**config.mk**
```make
export PLATFORM = sky130hd
export DESIGN_NAME = cotm32_fetch_unit_flat
export DESIGN_NICKNAME = d
export VERILOG_FILES = /design/src/rtl/cotm32_fetch_unit_pkg.sv /design/src/rtl/cotm32_fetch_unit_if.sv /design/src/rtl/cotm32_fetch_unit_skid.sv /design/src/rtl/cotm32_fetch_unit.sv /design/src/flat_wrapper.sv
export SDC_FILE = /design/constraint.sdc
export NUM_CORES = 1
export LEC_CHECK = 0
export CAP_MARGIN = 40
export CORE_MARGIN = 2
export CORE_UTILIZATION = 40
export DETAILED_ROUTE_END_ITERATION = 6
export PLACE_DENSITY_LB_ADDON = 0.12
export SLEW_MARGIN = 20
export SYNTH_ARGS = -nofsm -noshare
export SYNTH_HDL_FRONTEND = slang
export SYNTH_HIERARCHICAL = 1
export SYNTH_SLANG_ARGS = --single-unit
```
**constraint.sdc**
```tcl
create_clock -name clk -period 3.93 [get_ports clk]
set_input_delay 0.786 -clock clk [delete_from_list [all_inputs] [get_ports clk]]
set_output_delay 0.786 -clock clk [all_outputs]
set_load 0.03 [all_outputs]
```
**src/rtl/cotm32_fetch_unit_pkg.sv**
```systemverilog
// Shared COTM32 pipeline types used by the fetch stage: IF/ID record, fetch FSM states, NOP encoding.
package cotm32_pipeline_pkg;

    localparam int XLEN       = 32;
    localparam int INST_WIDTH = 32;

    localparam logic [INST_WIDTH-1:0] NOP_INST = 32'h0000_0013;

    typedef struct packed {
        logic [XLEN-1:0]       pc;
        logic [XLEN-1:0]       pc_4;
        logic [INST_WIDTH-1:0] inst;
    } ifid_data_t;

    typedef enum logic [1:0] {
        FS_REQ  = 2'd0,
        FS_WAIT = 2'd1,
        FS_HOLD = 2'd2
    } fetch_state_t;

    // PC arithmetic wraps modulo 2^XLEN by construction of the vector width.
    function automatic ifid_data_t make_ifid(input logic [XLEN-1:0] pc,
                                             input logic [INST_WIDTH-1:0] inst);
        ifid_data_t r;
        r.pc   = pc;
        r.pc_4 = pc + XLEN'(4);
        r.inst = inst;
        return r;
    endfunction

endpackage

```
**src/rtl/cotm32_fetch_unit_if.sv**
```systemverilog
// Instruction-memory and IF/ID bus bundle for the fetch unit.
// ifid_misaligned exists only when COTM32_FETCH_ALIGN_CHECK_EN is defined.
interface cotm32_fetch_unit_if;
    import cotm32_pipeline_pkg::*;

    logic                  imem_req;
    logic [XLEN-1:0]       imem_addr;
    logic                  imem_gnt;
    logic                  imem_rvalid;
    logic [INST_WIDTH-1:0] imem_rdata;
    logic                  ifid_valid;
    logic                  ifid_ready;
    ifid_data_t            ifid_data;
`ifdef COTM32_FETCH_ALIGN_CHECK_EN
    logic                  ifid_misaligned;
`endif

    modport master (
        output imem_req,
        output imem_addr,
        input  imem_gnt,
        input  imem_rvalid,
        input  imem_rdata,
        input  ifid_ready,
        output ifid_valid,
`ifdef COTM32_FETCH_ALIGN_CHECK_EN
        output ifid_misaligned,
`endif
        output ifid_data
    );

    modport slave (
        input  imem_req,
        input  imem_addr,
        output imem_gnt,
        output imem_rvalid,
        output imem_rdata,
        output ifid_ready,
        input  ifid_valid,
`ifdef COTM32_FETCH_ALIGN_CHECK_EN
        input  ifid_misaligned,
`endif
        input  ifid_data
    );

endinterface

```
**src/rtl/cotm32_fetch_unit_skid.sv**
```systemverilog
// One-entry valid/ready register slice with flush; payload type is a parameter.
module cotm32_skid_buf #(
    parameter type T = logic
) (
    input  logic clk,
    input  logic rst,
    input  logic flush_i,
    input  logic in_valid_i,
    output logic in_ready_o,
    input  T     in_data_i,
    output logic out_valid_o,
    input  logic out_ready_i,
    output T     out_data_o
);

    logic valid_q;
    T     data_q;

    // Data only moves on a load, so the output is stable while stalled.
    assign in_ready_o  = !valid_q || out_ready_i;
    assign out_valid_o = valid_q;
    assign out_data_o  = data_q;

    always_ff @(posedge clk) begin
        if (rst) begin
            valid_q <= 1'b0;
            data_q  <= '0;
        end else if (flush_i) begin
            valid_q <= 1'b0;
        end else if (in_valid_i && in_ready_o) begin
            valid_q <= 1'b1;
            data_q  <= in_data_i;
        end else if (out_ready_i) begin
            valid_q <= 1'b0;
        end
    end

endmodule

```
**src/rtl/cotm32_fetch_unit.sv**
```systemverilog
// COTM32 instruction fetch stage: PC, single-outstanding imem requests, IF/ID skid slot, redirects.
// Optional COTM32_FETCH_ALIGN_CHECK_EN reports misaligned redirect targets instead of fetching them.
module cotm32_fetch_unit
    import cotm32_pipeline_pkg::*;
#(
    parameter logic [XLEN-1:0] RESET_PC = 32'h0000_0000
) (
    input  logic             clk,
    input  logic             rst,
    input  logic             redirect_valid,
    input  logic [XLEN-1:0]  redirect_pc,
    cotm32_fetch_unit_if.master bus
);

`ifdef COTM32_FETCH_ALIGN_CHECK_EN
    typedef struct packed {
        logic       misaligned;
        ifid_data_t rec;
    } slot_t;
`else
    typedef struct packed {
        ifid_data_t rec;
    } slot_t;
`endif

    fetch_state_t    state_q;
    logic [XLEN-1:0] pc_q;
    logic [XLEN-1:0] req_pc_q;
    logic            drop_q;
    logic            hold_valid_q;
    logic            halt_q;
    slot_t           hold_q;

    slot_t           rsp_slot;
    slot_t           mis_slot;
    slot_t           slot_in;
    slot_t           slot_out;
    logic            slot_push;
    logic            slot_in_ready;
    logic            slot_valid;
    logic            fire;
    logic            rsp_room;
    logic            hold_push;
    logic            redir_mis;
    logic [XLEN-1:0] redir_pc;

`ifdef COTM32_FETCH_ALIGN_CHECK_EN
    assign redir_pc  = redirect_pc;
    assign redir_mis = |redirect_pc[1:0];
`else
    assign redir_pc  = redirect_pc & ~XLEN'(3);
    assign redir_mis = 1'b0;
`endif

    always_comb begin
        rsp_slot     = '0;
        rsp_slot.rec = make_ifid(req_pc_q, bus.imem_rdata);
        mis_slot     = '0;
        mis_slot.rec = make_ifid(redir_pc, NOP_INST);
`ifdef COTM32_FETCH_ALIGN_CHECK_EN
        mis_slot.misaligned = 1'b1;
`endif
    end

    // Only request when the slot is guaranteed room for the response.
    assign bus.imem_req  = !rst && (state_q == FS_REQ) && !drop_q && slot_in_ready;
    assign bus.imem_addr = pc_q;
    assign fire          = bus.imem_req && bus.imem_gnt;

    assign rsp_room  = (state_q == FS_WAIT) && bus.imem_rvalid && !redirect_valid && slot_in_ready;
    assign hold_push = (state_q == FS_HOLD) && hold_valid_q && !redirect_valid && slot_in_ready;
    assign slot_push = rsp_room || hold_push;
    assign slot_in   = hold_push ? hold_q : rsp_slot;

    always_ff @(posedge clk) begin
        if (rst) begin
            state_q      <= FS_REQ;
            pc_q         <= RESET_PC;
            req_pc_q     <= RESET_PC;
            drop_q       <= 1'b0;
            hold_valid_q <= 1'b0;
            halt_q       <= 1'b0;
            hold_q       <= '0;
        end else begin
            if (drop_q && bus.imem_rvalid) begin
                drop_q <= 1'b0;
            end
            if (redirect_valid) begin
                pc_q         <= redir_pc;
                state_q      <= FS_REQ;
                hold_valid_q <= 1'b0;
                halt_q       <= 1'b0;
                // A response still owed for an old-PC grant must be swallowed.
                drop_q       <= ((drop_q || (state_q == FS_WAIT)) && !bus.imem_rvalid) || fire;
                if (redir_mis) begin
                    state_q      <= FS_HOLD;
                    halt_q       <= 1'b1;
                    hold_valid_q <= 1'b1;
                    hold_q       <= mis_slot;
                end
            end else begin
                case (state_q)
                    FS_REQ: begin
                        if (fire) begin
                            state_q  <= FS_WAIT;
                            req_pc_q <= pc_q;
                        end
                    end
                    FS_WAIT: begin
                        if (bus.imem_rvalid) begin
                            pc_q <= req_pc_q + XLEN'(4);
                            if (rsp_room) begin
                                state_q <= FS_REQ;
                            end else begin
                                hold_q       <= rsp_slot;
                                hold_valid_q <= 1'b1;
                                state_q      <= FS_HOLD;
                            end
                        end
                    end
                    FS_HOLD: begin
                        if (hold_push) begin
                            hold_valid_q <= 1'b0;
                            if (!halt_q) begin
                                state_q <= FS_REQ;
                            end
                        end else if (!hold_valid_q && !halt_q) begin
                            state_q <= FS_REQ;
                        end
                    end
                    default: state_q <= FS_REQ;
                endcase
            end
        end
    end

    cotm32_skid_buf #(.T(slot_t)) u_ifid_slot (
        .clk         (clk),
        .rst         (rst),
        .flush_i     (redirect_valid),
        .in_valid_i  (slot_push),
        .in_ready_o  (slot_in_ready),
        .in_data_i   (slot_in),
        .out_valid_o (slot_valid),
        .out_ready_i (bus.ifid_ready),
        .out_data_o  (slot_out)
    );

    assign bus.ifid_valid = slot_valid;
    assign bus.ifid_data  = slot_out.rec;
`ifdef COTM32_FETCH_ALIGN_CHECK_EN
    assign bus.ifid_misaligned = slot_valid && slot_out.misaligned;
`endif

endmodule

```
**src/flat_wrapper.sv**
```systemverilog
// flat-port wrapper written by rule: the top's interface ports become plain ports
module cotm32_fetch_unit_flat import cotm32_pipeline_pkg::*;
#(
    parameter logic [XLEN-1:0] RESET_PC = 32'h0000_0000
)
  (clk, rst, redirect_valid, redirect_pc, bus_imem_req, bus_imem_addr, bus_imem_gnt, bus_imem_rvalid, bus_imem_rdata, bus_ifid_ready, bus_ifid_valid, bus_ifid_data);
  cotm32_fetch_unit_if bus_i ();
  input  logic clk;
  input  logic rst;
  input  logic redirect_valid;
  input  logic [XLEN-1:0] redirect_pc;
  output wire logic [$bits(bus_i.imem_req)-1:0] bus_imem_req;
  output wire logic [$bits(bus_i.imem_addr)-1:0] bus_imem_addr;
  input wire logic [$bits(bus_i.imem_gnt)-1:0] bus_imem_gnt;
  input wire logic [$bits(bus_i.imem_rvalid)-1:0] bus_imem_rvalid;
  input wire logic [$bits(bus_i.imem_rdata)-1:0] bus_imem_rdata;
  input wire logic [$bits(bus_i.ifid_ready)-1:0] bus_ifid_ready;
  output wire logic [$bits(bus_i.ifid_valid)-1:0] bus_ifid_valid;
  output wire logic [$bits(bus_i.ifid_data)-1:0] bus_ifid_data;
  assign bus_imem_req = bus_i.imem_req;
  assign bus_imem_addr = bus_i.imem_addr;
  assign bus_i.imem_gnt = bus_imem_gnt;
  assign bus_i.imem_rvalid = bus_imem_rvalid;
  assign bus_i.imem_rdata = bus_imem_rdata;
  assign bus_i.ifid_ready = bus_ifid_ready;
  assign bus_ifid_valid = bus_i.ifid_valid;
  assign bus_ifid_data = bus_i.ifid_data;
  cotm32_fetch_unit #(.RESET_PC(RESET_PC)) u_core (.clk(clk), .rst(rst), .redirect_valid(redirect_valid), .redirect_pc(redirect_pc), .bus(bus_i));
endmodule
```
# Word level (Yosys, flattened, before mapping)
# Cells that the tools add are included.
[word_totals]
ff_bits = 261
out_inout_bits = 130
elab_cells = 78
[classes]
addsub = 1
n_eq_ne = 7
mux = 18
bitwise_logic = 2
n_reduce_logical = 37
[ops]
columns = ["op", "count"]
rows = [
  ["32-bit two-way mux", 3],
  ["96-bit two-way mux", 1],
  ["32-bit by 3-bit adder with 32-bit output, second input constant", 1],
  ["1-bit logical AND", 13],
  ["2-bit two-way mux", 5],
  ["2-bit nonzero test", 5],
  ["4-bit AND reduction", 2],
  ["1-bit two-way mux", 7],
  ["1-bit zero test", 6],
  ["2-bit one-hot mux with 3 select lines", 1],
  ["2-bit AND reduction", 3],
  ["3-bit AND reduction", 2],
  ["1-bit logical OR", 4],
  ["2-bit by 1-bit != test with 1-bit output, second input constant", 2],
  ["2-bit != test, second input constant", 2],
  ["3-bit by 2-bit != test with 1-bit output, second input constant", 1],
  ["2-bit by 1-bit == test with 1-bit output, second input constant", 1],
  ["2-bit == test, second input constant", 1],
  ["2-bit zero test", 1],
  ["1-bit NOT", 2],
  ["1-bit one-hot mux with 2 select lines", 1],
  ["2-bit OR reduction", 1],
]

# Logic depth before layout (Yosys ltp)
# Gate-level depths: netlist of run 1.
[depth]
ltp_word = 7
ltp_mapped = 13
mapped_depth_nobuf = 8

# Modules after synthesis
# Netlist of run 1, hierarchy kept.
[modules_own_cells]
columns = ["mod", "n_inst", "cells_each", "area_each_um2", "seq_area_each_um2"]
rows = [
  ["cotm32_fetch_unit", 1, 1081, 7717.4, 3243.1],
  ["cotm32_skid_buf", 1, 422, 4361.7, 1941.9],
]

# Least setup slack after synthesis of run 1
# OpenSTA, ideal clock, no wires.
[synth_timing]
kind = "input to register"
start = "input bus_ifid_ready"
end = "register u_core.u_ifid_slot.data_q (netlist bit u_core/u_ifid_slot/out_data_o[47])"
arrival_ns = 2.731
t_required_ns = 3.812
slack_ns = 1.080
stages = 13
path_cell_list = "nor2b_4 > inv_1 > nand2b_1 > or3_1 > clkbuf_1 > buf_2 > buf_1 > nand2_1 > nor3b_2 > buf_4 > buf_8 > buf_12 > mux2i_1"
[synth_via]
elab_chain_cells = 5
[synth_lines]
columns = ["element", "line", "rtl"]
rows = [
  ["start: declaration", "flat_wrapper.sv:17", "input wire logic [$bits(bus_i.ifid_ready)-1:0] bus_ifid_ready;"],
  ["1-bit logical OR *", "cotm32_fetch_unit_skid.sv:20", "assign in_ready_o = !valid_q || out_ready_i;"],
  ["via u_core.slot_in_ready", "cotm32_fetch_unit.sv:39", "logic slot_in_ready;"],
  ["1-bit logical AND, on equally long branches", "cotm32_fetch_unit.sv:70, cotm32_fetch_unit.sv:71", ""],
  ["1-bit logical OR *", "cotm32_fetch_unit.sv:72", "assign slot_push = rsp_room || hold_push;"],
  ["via u_core.slot_push", "cotm32_fetch_unit.sv:38", "logic slot_push;"],
  ["1-bit logical AND *", "cotm32_fetch_unit_skid.sv:30", "end else if (in_valid_i && in_ready_o) begin"],
  ["2-bit AND reduction (no line) *", "--", ""],
  ["end signal: assignment", "cotm32_fetch_unit_skid.sv:32", "data_q <= in_data_i;"],
  ["end: declaration", "cotm32_fetch_unit_skid.sv:17", "T data_q;"],
]
# The timed path passes the listed nets; every way through them passes the cells marked *.
# A chain may end at the register's enable or synchronous reset.

# Worst setup path in the final report of run 1
[layout_timing]
start = "input bus_ifid_ready"
end = "output bus_imem_req"
[layout_via]
elab_chain_cells = 2
[layout_lines]
columns = ["element", "line", "rtl"]
rows = [
  ["1-bit logical OR", "cotm32_fetch_unit_skid.sv:20", ""],
  ["via u_core.slot_in_ready", "cotm32_fetch_unit.sv:39", ""],
  ["1-bit logical AND", "cotm32_fetch_unit.sv:66", "assign bus.imem_req = !rst && (state_q == FS_REQ) && !drop_q && slot_in_ready;"],
  ["end: declaration", "flat_wrapper.sv:12", "output wire logic [$bits(bus_i.imem_req)-1:0] bus_imem_req;"],
]
# The timed path passes the listed nets, and every way through them passes these cells.

==> results of run 1 <==
layer usage:
layer	GRT usage [%]	vias to the layer above	part of all wire [%]
met5	0	-	0.040
met4	4.918	2	1.9
met3	3.706	43	5.5
met2	35.17	226	48
met1	25.94	4759	44
li1	-	5158	-
worst min-delay path: stages (launching register included):
cell                      delay, ps
sky130_fd_sc_hd__dfxtp_1        310
sky130_fd_sc_hd__nand2_1         50
sky130_fd_sc_hd__a21oi_1         50
where the power goes:
part / internal (µW) / total, µW / switching, µW
clock: 1640 / 2730 / 1080
sequential: 2650 / 2680 / 29.0
combinational: 179 / 373 / 194
cell usage in the layout (no fill, tap or decap), types with 6 or more instances in the layout:
cell type / instances
sky130_fd_sc_hd__clkbuf_8: 9
sky130_fd_sc_hd__a211oi_1: 22
sky130_fd_sc_hd__xnor2_1: 7
sky130_fd_sc_hd__clkbuf_1: 6
sky130_fd_sc_hd__a211o_1: 6
sky130_fd_sc_hd__clkbuf_16: 29
sky130_fd_sc_hd__clkdlybuf4s50_1: 195
sky130_fd_sc_hd__nor2_1: 145
sky130_fd_sc_hd__o21ai_0: 11
sky130_fd_sc_hd__nand2b_1: 194
sky130_fd_sc_hd__xor2_1: 20
sky130_fd_sc_hd__dfxtp_1: 259
sky130_fd_sc_hd__buf_4: 13
sky130_fd_sc_hd__a211oi_2: 7
sky130_fd_sc_hd__nor3_1: 15
sky130_fd_sc_hd__o22ai_1: 12
sky130_fd_sc_hd__mux2i_1: 128
sky130_fd_sc_hd__nand2_1: 366
sky130_fd_sc_hd__nand4_1: 11
sky130_fd_sc_hd__a21oi_1: 118
sky130_fd_sc_hd__nand3_1: 8
cells by family after synthesis:
family / count (synthesis) / share of synthesized area (%)
AO/OA/AOI/OAI: 184 / 9.002
multiplexers: 128 / 10.61
adder cells (fa/ha/maj): 1 / 0.1036
AND/OR/NAND/NOR: 775 / 30.23
flip-flops: 259 / 42.93
buffers and inverters: 129 / 5.179
XOR/XNOR: 27 / 1.958
flip-flops by register name, summed over array words and instances, names as in the netlist:
signal / count
u_core/u_ifid_slot/out_data_o: 96
u_core/hold_q: 94
u_core/bus.imem_addr: 32
u_core/req_pc_q: 32
u_core/state_q: 2
u_core/drop_q: 1
u_core/hold_valid_q: 1
u_core/u_ifid_slot/out_valid_o: 1
area by class of cell:
type / count / area, µm² / share of cell area [%]
clock inverters: 6 / 83.83 / 0.5545
inverters: 5 / 18.77 / 0.1241
clock buffers: 44 / 872.1 / 5.768
repair buffers: 215 / 2170 / 14.35
flip-flops and latches: 259 / 5185 / 34.30
multi-input cells: 1115 / 6299 / 41.66
well taps: 390 / 488.0 / 3.228
diodes: 1 / 2.502 / 0.01655
path summary, 6_finish.rpt:
check                                 endpoint  depth (start not counted)
max                               bus_imem_req                          6
min                           u_core/hold_q[2]                          2
max reg2reg  u_core/u_ifid_slot/out_data_o[59]                          7
min reg2reg                   u_core/hold_q[2]                          2
per-stage QoR:
step | worst slack (ps) | total power (µW) | hold WS, ps
global route | 348.2 | 5995 | 469.2
global placement | 436.0 | 3110 | 441.7
CTS | 432.2 | 5864 | 454.6
finish | 444.1 | 5779 | 452.6
floorplan | 1080 | 2946 | 436.6
detailed placement | 418.6 | 3113 | 446.5
==> results.md, run 1 <==
| Step | Metric | Reported |
|:---|:---|:---|
| synth | Commonest register cell after synthesis | sky130_fd_sc_hd__dfxtp_1 |
| sta | Max frequency | 0.2869 GHz |
| critical path | Bufs and invs on worst path | 3 |
| drt | Via-per-instance ratio | 5.006 |
| drt | Remaining design rule violation count | 0 |
| floorplan | Area of the placeable core | 0.02972 mm² |
| final layout | Fraction of final layout cells with drive strength greater than 1 | 5.535% |
| final layout | Fill cell instance count of the final layout | 2891 |
| synth | Cell type contributing the most total cell area after synthesis | sky130_fd_sc_hd__dfxtp_1 |
| floorplan | Effective utilization at floorplan | 40.65% |
| final layout | Non-Filler Instances | 2035 |
| place | DP Cell Count | 1984 |
| final layout | Area growth from synthesis to layout | 25.16% |
| power and ir drop | Worst voltage drop across the vdd grid | 307.0 µV |
| synth | EDFF count, synth | 0 |
| drt | First-pass iteration count of the detailed router | 5 |
| clock network | Number of sinks on the clock net | 259 |
| drt | Total wirelength of the detailed-routed design | 32510 µm |
| synth | Proportion of netlist area held by the largest area contributor | 42.93% |
| synth | Most used standard cell by instance count after synthesis | sky130_fd_sc_hd__nand2_1 |
| place | Count of input and output buffers | 197 |
| synth | Synthesized area | 0.01208 mm² |
| critical path | Max stage delay on crit path | 770 ps |
| floorplan | Die area | 0.03160 mm² |
| synth | Largest cells by area after synthesis | sky130_fd_sc_hd__dfxtp_1, sky130_fd_sc_hd__nand2_1, sky130_fd_sc_hd__mux2i_1, sky130_fd_sc_hd__nand2b_1, sky130_fd_sc_hd__a21oi_1 |
| power and ir drop | P_leak | 0.005327 µW |
| drt | Count of routing violations after the opening detailed-route iteration | 569 |
| synth | Number of standard cells after synthesis | 1503 |
| clock network | Clk_lat worst skew | 560 ps |
| critical path | Crit path top cell by count | sky130_fd_sc_hd__clkdlybuf4s50_1 |
| final layout | Number of nets in the finished design | 1696 |
| clock network | CTS tree | yes |
| synth | Sequential fraction of the synthesis area | 42.93% |
| drt | Average wire length per cell after detail routing | 15.97 µm |
| place | Gp weighted congestion | 0.8446 |
| sta | Setup violations, final | 0 |
| critical path | Arr. time, crit path | 2700 ps |
| sta | Worst clock skew on the final layout | 21.12 ps |
| flow run | Max Cap Viol | 0 |
| place | Placed cell area | 0.01416 mm² |
| sta | Worst slew slack as a fraction of its limit | 51.68% |
| synth | Number of different library cells in the post-synthesis netlist | 49 |
| clock network | Clock root cell | sky130_fd_sc_hd__clkbuf_16 |
| sta | Worst Max-Slew Pin Slew | 724.8 ps |
| synth | Yosys warnings | 6 |
| grt | Initial antenna violation count | 2 |
| place | Placed wire-length estimate | 20830 µm |
| clock network | Count of buffers added by post-CTS timing repair for setup | 0 |
| critical path | Critical path, cell by cell | clkdlybuf4s50_1, nor2b_4, inv_1, nand2b_1, nor4_1, clkdlybuf4s50_1 |
| synth | Most common library cells after synthesis | sky130_fd_sc_hd__nand2_1, sky130_fd_sc_hd__dfxtp_1, sky130_fd_sc_hd__nand2b_1 |
| synth | Syn_area_per_cell | 8.037 µm² |
| sta | Final slew viol count | 0 |
| worst hold path | Class of the worst hold path | reg2reg |
| grt | Wire length of the first global-routing pass | 51520 µm |
| floorplan | Y dimension of the die | 177.8 µm |
| floorplan | Rows | 63 |
| sta | Shortest period the worst path allows | 3486 ps |
| clock network | Maximum number of buffers from clock root to sink | 3 |
| synth | Asr flop ratio synth | 0% |
| status | Status | completed |
| grt | GRT Total Usage | 20.27% |
| critical path | Slowest cell on crit path | sky130_fd_sc_hd__clkdlybuf4s50_1 |
| final layout | Post-layout instance area | 0.01512 mm² |
| sta | Setup total negative slack | 0 ps |
| critical path | Largest fanout on the critical path | 6 |
| clock network | CTS clock-pin slew for the worst setup and hold paths | 60 ps |
| final layout | Finished Core Util | 50.87% |
| sta | Share of the clock period used by the worst path | 88.70% |
| worst hold path | Startpoint of the most critical hold path | u_core/hold_q[2] |
| critical path | Worst reg2reg startpoint | u_core/req_pc_q[6] |
| floorplan | Die Span X | 177.8 µm |
| clock network | TritonCTS Buffers | 29 |
| clock network | H-tree depth | 1 |
| grt | Vias in the first global route | 9576 |
| synth | Synthesized netlist net count | 1574 |
| grt | Maximum number of pins on one net before global-route repair | 118 |
| sta | Count of final hold-check violations | 0 |
| grt | Global route total overflow | 0 |
| clock network | Number of gates resized after cts | 0 |
| drt | Antenna violation net count after detailed routing | 0 |
| critical path | Worst R2R Setup Slack | 1430 ps |
| critical path | Kind of cell with the highest combined delay on the critical path | buffers and inverters |
| sta | Unrepaired setup endpoints after global routing | false |
| power and ir drop | Power density over the cells | 382.2 mW/mm² |
| critical path | Worst Setup SP | bus_ifid_ready |
| floorplan | Ports | 200 |
| critical path | CP startpoint kind | primary input |
| critical path | Kind of critical path | in2out |
| critical path | Kind of end point of the critical path | primary output |
| critical path | Required time of the critical path | 3140 ps |
| drt | Number of vias after detailed routing | 10188 |
| synth | Flops & latches, synth | 259 |
| clock network | Hold-fix buffers at CTS | 0 |
Power figures use the tool's default switching activity.
==> run 2: changes to the inputs <==
--- a/config.mk
+++ b/config.mk
@@ -15,3 +15,4 @@
 export SYNTH_HDL_FRONTEND = slang
 export SYNTH_HIERARCHICAL = 1
 export SYNTH_SLANG_ARGS = --single-unit
+export TNS_END_PERCENT = 1
==> constraint.sdc (replaced) <==
create_clock -name clk -period 3.8 [get_ports clk]
set_input_delay 0.76 -clock clk [delete_from_list [all_inputs] [get_ports clk]]
set_output_delay 0.76 -clock clk [all_outputs]
set_load 0.03 [all_outputs]
==> results.md, run 2 (synthesized netlist as in run 1, its figures left out) <==
| Step | Metric | Reported | Change |
|:---|:---|:---|:---|
| status | Status | completed |  |
| final layout | Fill cell instance count of the final layout | 2823 | -2.4% |
| clock network | CTS tree | yes |  |
| critical path | Worst Setup SP | bus_ifid_ready |  |
| worst hold path | Class of the worst hold path | reg2reg |  |
| critical path | Kind of cell with the highest combined delay on the critical path | buffers and inverters |  |
| drt | Average wire length per cell after detail routing | 15.98 µm | about the same |
| critical path | Kind of end point of the critical path | primary output |  |
| critical path | Largest fanout on the critical path | 6 | unchanged |
| critical path | Arr. time, crit path | 2670 ps | -30 ps |
| critical path | Critical path, cell by cell | clkdlybuf4s50_1, nor2b_4, inv_1, nand2b_1, nor4_1, clkdlybuf4s50_1 |  |
| grt | Wire length of the first global-routing pass | 51630 µm | +0.20% |
| sta | Count of final hold-check violations | 0 | unchanged |
| final layout | Area growth from synthesis to layout | 25.75% |  |
| power and ir drop | Switch Pwr | 1351 µW | +3.5% |
| sta | Unrepaired setup endpoints after global routing | false |  |
| floorplan | Y dimension of the die | 177.8 µm | unchanged |
| sta | Setup total negative slack | 0 ps | unchanged |
| sta | Worst Max-Slew Pin Slew | 677.0 ps | -47.79 ps |
| critical path | Crit path top cell by count | sky130_fd_sc_hd__clkdlybuf4s50_1 |  |
| grt | GRT Total Usage | 20.36% | +0.091 points |
| final layout | Non-Filler Instances | 2036 | +0.049% |
| clock network | H-tree depth | 1 | unchanged |
| worst hold path | Startpoint of the most critical hold path | u_core/hold_q[5] |  |
| critical path | CP startpoint kind | primary input |  |
| place | Count of input and output buffers | 197 | unchanged |
| sta | Final slew viol count | 0 | unchanged |
| sta | Worst slew slack as a fraction of its limit | 54.86% | +3.2 points |
| clock network | Number of gates resized after cts | 0 | unchanged |
| sta | Max frequency | 0.2912 GHz |  |
| critical path | Max stage delay on crit path | 770 ps | about the same |
| drt | Count of routing violations after the opening detailed-route iteration | 625 | +9.8% |
| final layout | Most common library cell in the layout ignoring fill and taps | sky130_fd_sc_hd__nand2_1 |  |
| sta | Setup violations, final | 0 | unchanged |
| drt | Via-per-instance ratio | 4.970 | -0.74% |
| power and ir drop | Clock power share | 47.8% | +0.6 points |
| drt | Antenna violation net count after detailed routing | 0 | unchanged |
| power and ir drop | Worst voltage drop across the vdd grid | 299.6 µV | -2.4% |
| floorplan | Die Span X | 177.8 µm | unchanged |
| power and ir drop | P_leak | 0.005353 µW | +0.50% |
| grt | Initial antenna violation count | 2 | unchanged |
| flow run | Max Cap Viol | 0 | unchanged |
| critical path | Required time of the critical path | 3040 ps | -100 ps |
| floorplan | Ports | 200 | unchanged |
| clock network | Count of buffers added by post-CTS timing repair for setup | 0 | unchanged |
| drt | Top layer reached by signal wires | met5 |  |
| floorplan | Area of the placeable core | 0.02972 mm² | unchanged |
| floorplan | Effective utilization at floorplan | 40.65% | unchanged |
| clock network | CTS clock-pin slew for the worst setup and hold paths | 50 ps | about the same |
| clock network | Clk_lat worst skew | 550 ps | about the same |
| critical path | R2r worst-path depth | 7 | unchanged |
| power and ir drop | Internal Power | 4704 µW | +5.2% |
| drt | Remaining design rule violation count | 0 | unchanged |
| critical path | Worst reg2reg startpoint | u_core/req_pc_q[2] |  |
| drt | Wire length the detailed router placed on met1 | 14770 µm | +2.5% |
| drt | First-pass iteration count of the detailed router | 5 | unchanged |
| critical path | Capture point of the worst reg-to-reg path | u_core/u_ifid_slot/out_data_o[57] |  |
| power and ir drop | Power density over the cells | 398.6 mW/mm² | +4.3% |
| clock network | Number of sinks on the clock net | 259 | unchanged |
| drt | Routed met2 length | 15420 µm | -1.6% |
| worst hold path | Number of cells on the worst hold path | 2 | unchanged |
| sta | Share of the clock period used by the worst path | 90.37% |  |
| critical path | Kind of critical path | in2out |  |
| clock network | TritonCTS Buffers | 30 | +3.4% |
| grt | Global route total overflow | 0 | unchanged |
| drt | Met3 routed wirelength | 1684 µm | -6.2% |
| sta | Worst clock skew on the final layout | 7.371 ps | -13.75 ps |
| power and ir drop | Sequential share of power | 45.8% | -0.6 points |
| floorplan | Rows | 63 | unchanged |
| place | Placed wire-length estimate | 20700 µm | -0.64% |
| clock network | Clock root cell | sky130_fd_sc_hd__clkbuf_16 |  |
| power and ir drop | Net Sw Frac | 22.31% | -0.27 points |
| final layout | Fraction of final layout cells with drive strength greater than 1 | 5.471% | -0.064 points |
| place | Gp weighted congestion | 0.8306 | -1.7% |
| worst hold path | End point of the worst hold path | u_core/hold_q[5] |  |
| critical path | Worst R2R Setup Slack | 1310 ps | -120 ps |
| critical path | Slowest cell on crit path | sky130_fd_sc_hd__clkdlybuf4s50_1 |  |
| drt | Total wirelength of the detailed-routed design | 32540 µm | +0.10% |
| grt | Maximum number of pins on one net before global-route repair | 118 | unchanged |
| critical path | Bufs and invs on worst path | 3 | unchanged |
| clock network | Maximum number of buffers from clock root to sink | 3 | unchanged |
| final layout | Top library cells by usage in the layout, fill and taps aside | sky130_fd_sc_hd__nand2_1, sky130_fd_sc_hd__dfxtp_1, sky130_fd_sc_hd__clkdlybuf4s50_1, sky130_fd_sc_hd__nand2b_1, sky130_fd_sc_hd__nor2_1 |  |
| power and ir drop | Combinational power share | 6.5% | about the same |
| place | DP Cell Count | 1983 | -0.050% |
| grt | Vias in the first global route | 9537 | -0.41% |
| floorplan | Die area | 0.03160 mm² | unchanged |
| drt | Number of vias after detailed routing | 10118 | -0.69% |
| sta | Shortest period the worst path allows | 3434 ps |  |
| final layout | Number of nets in the finished design | 1698 | +0.12% |
| clock network | Hold-fix buffers at CTS | 0 | unchanged |
| final layout | Max FFs per register | 96 | unchanged |
==> run 2: routing by layer <==
metal / track usage [%] / vias up
li1: - / 5158
met1: 26.37 / 4698
met2: 35.03 / 217
met3: 3.513 / 43
met4: 5.123 / 2
met5: 0 / -
==> run 2: per-stage QoR <==
step / worst slack (ps) / total power (µW) / cell area (µm²) / util [%] / hold slack (ps)
after floorplan: 976.4 / 3046 / 12080 / - / 436.6
final: 366.0 / 6055 / 15190 / 51.11 / 452.0
after global placement: 347.6 / 3217 / 14150 / 47.62 / 441.4
after global routing: 205.7 / 6291 / 15190 / 51.11 / 465.3
after detailed placement: 348.4 / 3218 / 14150 / 47.62 / 446.5
after CTS: 334.9 / 6127 / 15130 / 50.92 / 453.9
==> run 2: area by class of cell <==
type | count | area (µm²) | area share [%]
timing repair buffer | 216 | 2217 | 14.60
antenna | 1 | 2.502 | 0.01647
tap | 390 | 488.0 | 3.213
sequential | 259 | 5185 | 34.14
clock buffer | 44 | 874.6 | 5.758
inverter | 5 | 18.77 | 0.1236
clock inverter | 6 | 105.1 | 0.6919
multi-input combinational | 1115 | 6299 | 41.47
==> run 2: worst max-delay path by stage <==
stage                                         to  cells after the start  slack (ps)
3_5_place_dp                        bus_imem_req                      6         350
6_report                            bus_imem_req                      6         370
4_1_cts                             bus_imem_req                      6         330
3_3_place_gp                        bus_imem_req                      6         350
2_1_floorplan  u_core/u_ifid_slot/out_data_o[47]                     13         980
5_1_grt                             bus_imem_req                      6         210
==> run 2: tightest hold or removal path, delay by kind of cell (launching register included) <==
| kind | cells | cell delay, ps |
|---|---|---|
| flip-flops | 1 | 300 |
| AND/OR/NAND/NOR | 1 | 50 |
| AO/OA/AOI/OAI | 1 | 50 |
==> run 2: power by group through the flow <==
stage | registers (µW) | logic [µW] | clock network, µW
floorplan | 2860 | 189 | 0
global route | 2770 | 423 | 3090
CTS | 2770 | 388 | 2970
detailed placement | 2830 | 387 | 0
finish | 2770 | 391 | 2890
global placement | 2830 | 386 | 0
==> variant 1 (settings of run 2) <==
`INST_WIDTH`: 32 -> 64.
--- a/src/rtl/cotm32_fetch_unit_pkg.sv
+++ b/src/rtl/cotm32_fetch_unit_pkg.sv
@@ -2,7 +2,7 @@
 package cotm32_pipeline_pkg;
 
     localparam int XLEN       = 32;
-    localparam int INST_WIDTH = 32;
+    localparam int INST_WIDTH = 64;
 
     localparam logic [INST_WIDTH-1:0] NOP_INST = 32'h0000_0013;
 
Interface: changed (resized bus_ifid_data and bus_imem_rdata); port bits go from 200 to 264. The function was not compared with the original's and may differ.
==> variant 1 against run 2 <==
Critical path depth unchanged; routed wire length increased by 30%; cell area increased by 26%; sequential cell count increased by 64; power increased by 29%; sequential share of layout area decreased by 0.40 points; worst setup slack improved by 140 ps; area after synthesis increased by 25%; cell count increased by 27%; highest routed layer is now met4.
==> variant 1: results (changes against run 2) <==
metric,value,unit,change
Met2 Wirelength,19510,um,+27%
syn_nets,1985,,+26%
Initial DRC Count,768,,+23%
max FFs per register,128,,+33%
CP max-delay cell,nor4_1,,
Peak VDD IR,0.2826,mV,-5.7%
Skew-Pair Late Insertion Delay,530,ps,-20 ps
Final Skew,20.54,ps,+13.17 ps
placer congestion estimate,0.8251,,-0.66%
antenna violations before repair,1,,-1
Mapped Cells,1882,,+25%
routed length per instance,16.32,um,+2.1%
dpl hpwl,26740,um,+29%
Inst Count DP,2528,,+27%
port bufs,261,,+32%
first-pass GRT wire length,66360,um,+29%
post-synthesis sequential area ratio,42.82,%,-0.10 points
status,"finished, final reports clean",,
wl on met1,19420,um,+31%
leak pwr,6.808,nW,+27%
Layout Cells excl Fill,2595,,+27%
crit path DAT,2530,ps,-140 ps
Max Used Layer,met4,,
Met3 Wirelength,2046,um,+21%
cts bufs inserted,38,,+27%
H-tree Lvls,2,,+1
layout cells sized above 1,5.473,%,about the same
max incr delay on CP,570,ps,-200 ps
switching fraction of total power,22.41,%,+0.092 points
==> variant 1: changes by cell type in the layout (fill, tap and decap cells not counted), moves of 8 or more <==
cell	run 2	this run
clkbuf_16	31	39
mux2i_1	128	160
a21oi_1	118	150
clkdlybuf4s50_1	195	258
nand2b_1	194	258
dfxtp_1	259	323
nand2_1	366	526
==> variant 1: cells by family (layout without fill, tap and decap cells) <==
family	count (synthesis)	after routing	share of synthesized area, %
mux	160	160	10.61
compound gates	216	216	8.261
other cells	0	1	0
simple gates	999	999	30.88
flops	323	323	42.82
buf+inv	156	357	5.783
fa+ha+maj	1	1	0.08284
xor+xnor	27	27	1.566
==> variant 1: power groups by stage <==
| stage | sequential [mW] | combinational (mW) | clock [mW] |
|---|---|---|---|
| after floorplan | 3.55 | 0.235 | 0 |
| after global placement | 3.52 | 0.483 | 0 |
| after detailed placement | 3.52 | 0.488 | 0 |
| after CTS | 3.44 | 0.491 | 3.98 |
| after global routing | 3.45 | 0.528 | 4.10 |
| final | 3.44 | 0.488 | 3.88 |
==> variant 1: stage by stage <==
stage               power, mW  worst slack, ps  utilization [%]  instance area [um^2]
floorplan               3.784            997.9                -                 15100
global placement        4.002            365.7            47.64                 17820
detailed placement      4.007            319.1            47.71                 17840
CTS                     7.914            516.4            51.24                 19160
global route            8.075            371.4            51.24                 19160
finish                  7.813            507.0            51.25                 19170
==> variant 1: final timing paths <==
check | from | to | slack (ps)
worst max-delay path | bus_ifid_ready | bus_imem_req | 510
worst min-delay path | u_core/hold_q[26] | u_core/hold_q[26] | 450
worst max register to register | u_core/u_ifid_slot/out_valid_o | u_core/u_ifid_slot/out_data_o[11] | 1160
worst min register to register | u_core/hold_q[26] | u_core/hold_q[26] | 450
==> variant 1: layout make-up <==
| class | instances | area [um^2] |
|---|---|---|
| flip-flops and latches | 323 | 6466 |
| clock inverters | 14 | 235.2 |
| inverters | 5 | 18.77 |
| fillers | 3546 | 18230 |
| diodes | 1 | 2.502 |
| clock buffers | 52 | 1085 |
| repair buffers | 286 | 2930 |
| multi-input cells | 1403 | 7790 |
| well taps | 511 | 639.4 |
==> variant 1: routing by layer <==
metal / vias up / global-route usage (%)
li1: 6459 / -
met5: - / 0
met3: 77 / 3.594
met1: 6012 / 28.09
met2: 291 / 34.75
met4: 0 / 7.686
==> variant 1: critical path: cells and delay by family <==
| kind | cells | cell delay [ps] |
|---|---|---|
| buf+inv | 3 | 970 |
| simple gates | 3 | 790 |
==> variant 2 (flow settings as in run 2) <==
Made on the original files. Make the reset (`rst`) asynchronous in 2 clocked blocks.
--- a/src/rtl/cotm32_fetch_unit_skid.sv
+++ b/src/rtl/cotm32_fetch_unit_skid.sv
@@ -21,7 +21,7 @@
     assign out_valid_o = valid_q;
     assign out_data_o  = data_q;
 
-    always_ff @(posedge clk) begin
+    always_ff @(posedge clk or posedge rst) begin
         if (rst) begin
             valid_q <= 1'b0;
             data_q  <= '0;
--- a/src/rtl/cotm32_fetch_unit.sv
+++ b/src/rtl/cotm32_fetch_unit.sv
@@ -72,7 +72,7 @@
     assign slot_push = rsp_room || hold_push;
     assign slot_in   = hold_push ? hold_q : rsp_slot;
 
-    always_ff @(posedge clk) begin
+    always_ff @(posedge clk or posedge rst) begin
         if (rst) begin
             state_q      <= FS_REQ;
             pc_q         <= RESET_PC;
Function: differs if rst is asserted again (counterexample within 4 cycles, from zero or initial values and one cycle with rst high); with rst held inactive, the same outputs for 4 cycles.
==> variant 2 against run 2 <==
Maximum frequency increased by 2.8%; die area is 2.0% lower; routed wire length down 12%; worst setup slack better by 93 ps; cell area hardly changed; highest routed layer is now met4; sequential cell count unchanged; count of clock-buffer cells in the layout decreased by 1; critical endpoint unchanged; critical path depth did not move; area after synthesis down 2.0%.
Power is not compared: it rests on default switching activity, and its combinational part moved more than twofold at a synthesized area within 25%.
==> variant 2: results (changes against run 2) <==
metric,value,unit,change
status,"finished, final reports clean",,
syn_nets,1010,,-36%
"worst slack, placed",368.6,ps,+20.21 ps
routed length per instance,18.63,um,+17%
post-synthesis sequential area ratio,54.75,%,+12 points
Adder-Cell Fraction of Synth Area,0.1057,%,+0.0021 points
layout cells sized above 1,26.42,%,+21 points
multiplexer share of the synthesized area,25.67,%,+15 points
first-pass GRT wire length,46000,um,-11%
crit path max fanout,5,,-1
Layout Nets,1197,,-30%
antenna violations before repair,0,,-2
# fillers,2543,,-9.9%
Post-synth ARST share,100.0,%,+100 points
cts bufs inserted,29,,-3.3%
gr usage total,18.64,%,-1.7 points
Hold Path Depth,1,,-1
vias per inst,5.131,,+3.3%
crit path DAT,2580,ps,-90 ps
Met2 Wirelength,12800,um,-17%
wl on met1,12980,um,-12%
Slew @ Worst Pin,849.9,ps,+172.9 ps
largest net degree at the start of global routing,124,,+5.1%
vias in the first global route,8180,,-14%
Most used DFF post-synth,dfrtp_1,,
dpl hpwl,18080,um,-13%
depth of the most critical reg-to-reg path,8,,+1
Synth cell types,47,,-4.1%
placer congestion estimate,0.7518,,-9.5%
Initial DRC Count,397,,-36%
post-synthesis xor/xnor area fraction,1.702,%,-0.26 points
Met3 Wirelength,2295,um,+36%
Final Skew,10.44,ps,+3.068 ps
Yosys top cell area share,54.75,%,+12 points
-- variant 2: through the flow --
| step | util (%) | std cells | area, um^2 | hold WS [ps] |
|---|---|---|---|---|
| final | 52.45 | 1532 | 15180 | 481.7 |
| after global routing | 52.44 | 1531 | 15170 | 499.6 |
| after CTS | 52.44 | 1531 | 15170 | 489.7 |
| after detailed placement | 49.07 | 1479 | 14200 | 475.9 |
| after global placement | 49.07 | 1479 | 14200 | 468.6 |
| after floorplan | - | 939 | 11840 | 476.6 |
-- variant 2: critical path, cell delays in order --
cell and delay, ps:
clkdlybuf4s50_1 470, nor2b_2 70, inv_1 160, nand2b_1 140
nor4_4 210, clkdlybuf4s50_1 770
-- variant 2: power by group --
group,total [mW],leakage [nW],internal [mW],switching (mW)
Clock,2.83,0.490,1.72,1.11
Sequential,3.60,3.43,3.20,0.404
Combinational,2.37,3.10,1.15,1.22
Total,8.81,7.02,6.06,2.74
-- variant 2: worst paths after layout --
kind | from | endpoint | slack (ps)
max in group asynchronous | rst | u_core/u_ifid_slot/out_data_o[58] | 2230
max reg2reg | u_core/u_ifid_slot/out_valid_o | u_core/u_ifid_slot/out_data_o[90] | 1070
min in group asynchronous | rst | u_core/u_ifid_slot/out_data_o[9] | 780
min | u_core/u_ifid_slot/out_data_o[75] | u_core/u_ifid_slot/out_data_o[75] | 480
min reg2reg | u_core/u_ifid_slot/out_data_o[75] | u_core/u_ifid_slot/out_data_o[75] | 480
max | bus_ifid_ready | bus_imem_req | 460
-- variant 2: logic make-up after synthesis --
logic type                 count (synthesis)
and+or+nand+nor                          193
adders and majority gates                  1
xor gates and xnor gates                  23
muxes                                    260
DFF                                      259
buffers and inverters                     77
AOI/OAI and AO/OA                        126
-- variant 2: per-layer routing --
metal	up-vias	global-route usage [%]
met5	-	0
met4	0	3.753
met3	43	5.383
met2	204	29.25
met1	3902	25.87
li1	3712	-
-- variant 2: area by class of cell --
cell class	count	area (um^2)	area share [%]
Tap cell	384	480.5	3.166
Clock inverter	9	95.09	0.6266
Sequential cell	259	6481	42.71
Inverter	15	62.56	0.4122
Multi-Input combinational cell	603	4951	32.62
Timing Repair Buffer	218	2225	14.66
Antenna cell	1	2.502	0.01649
Clock buffer	43	878.3	5.788
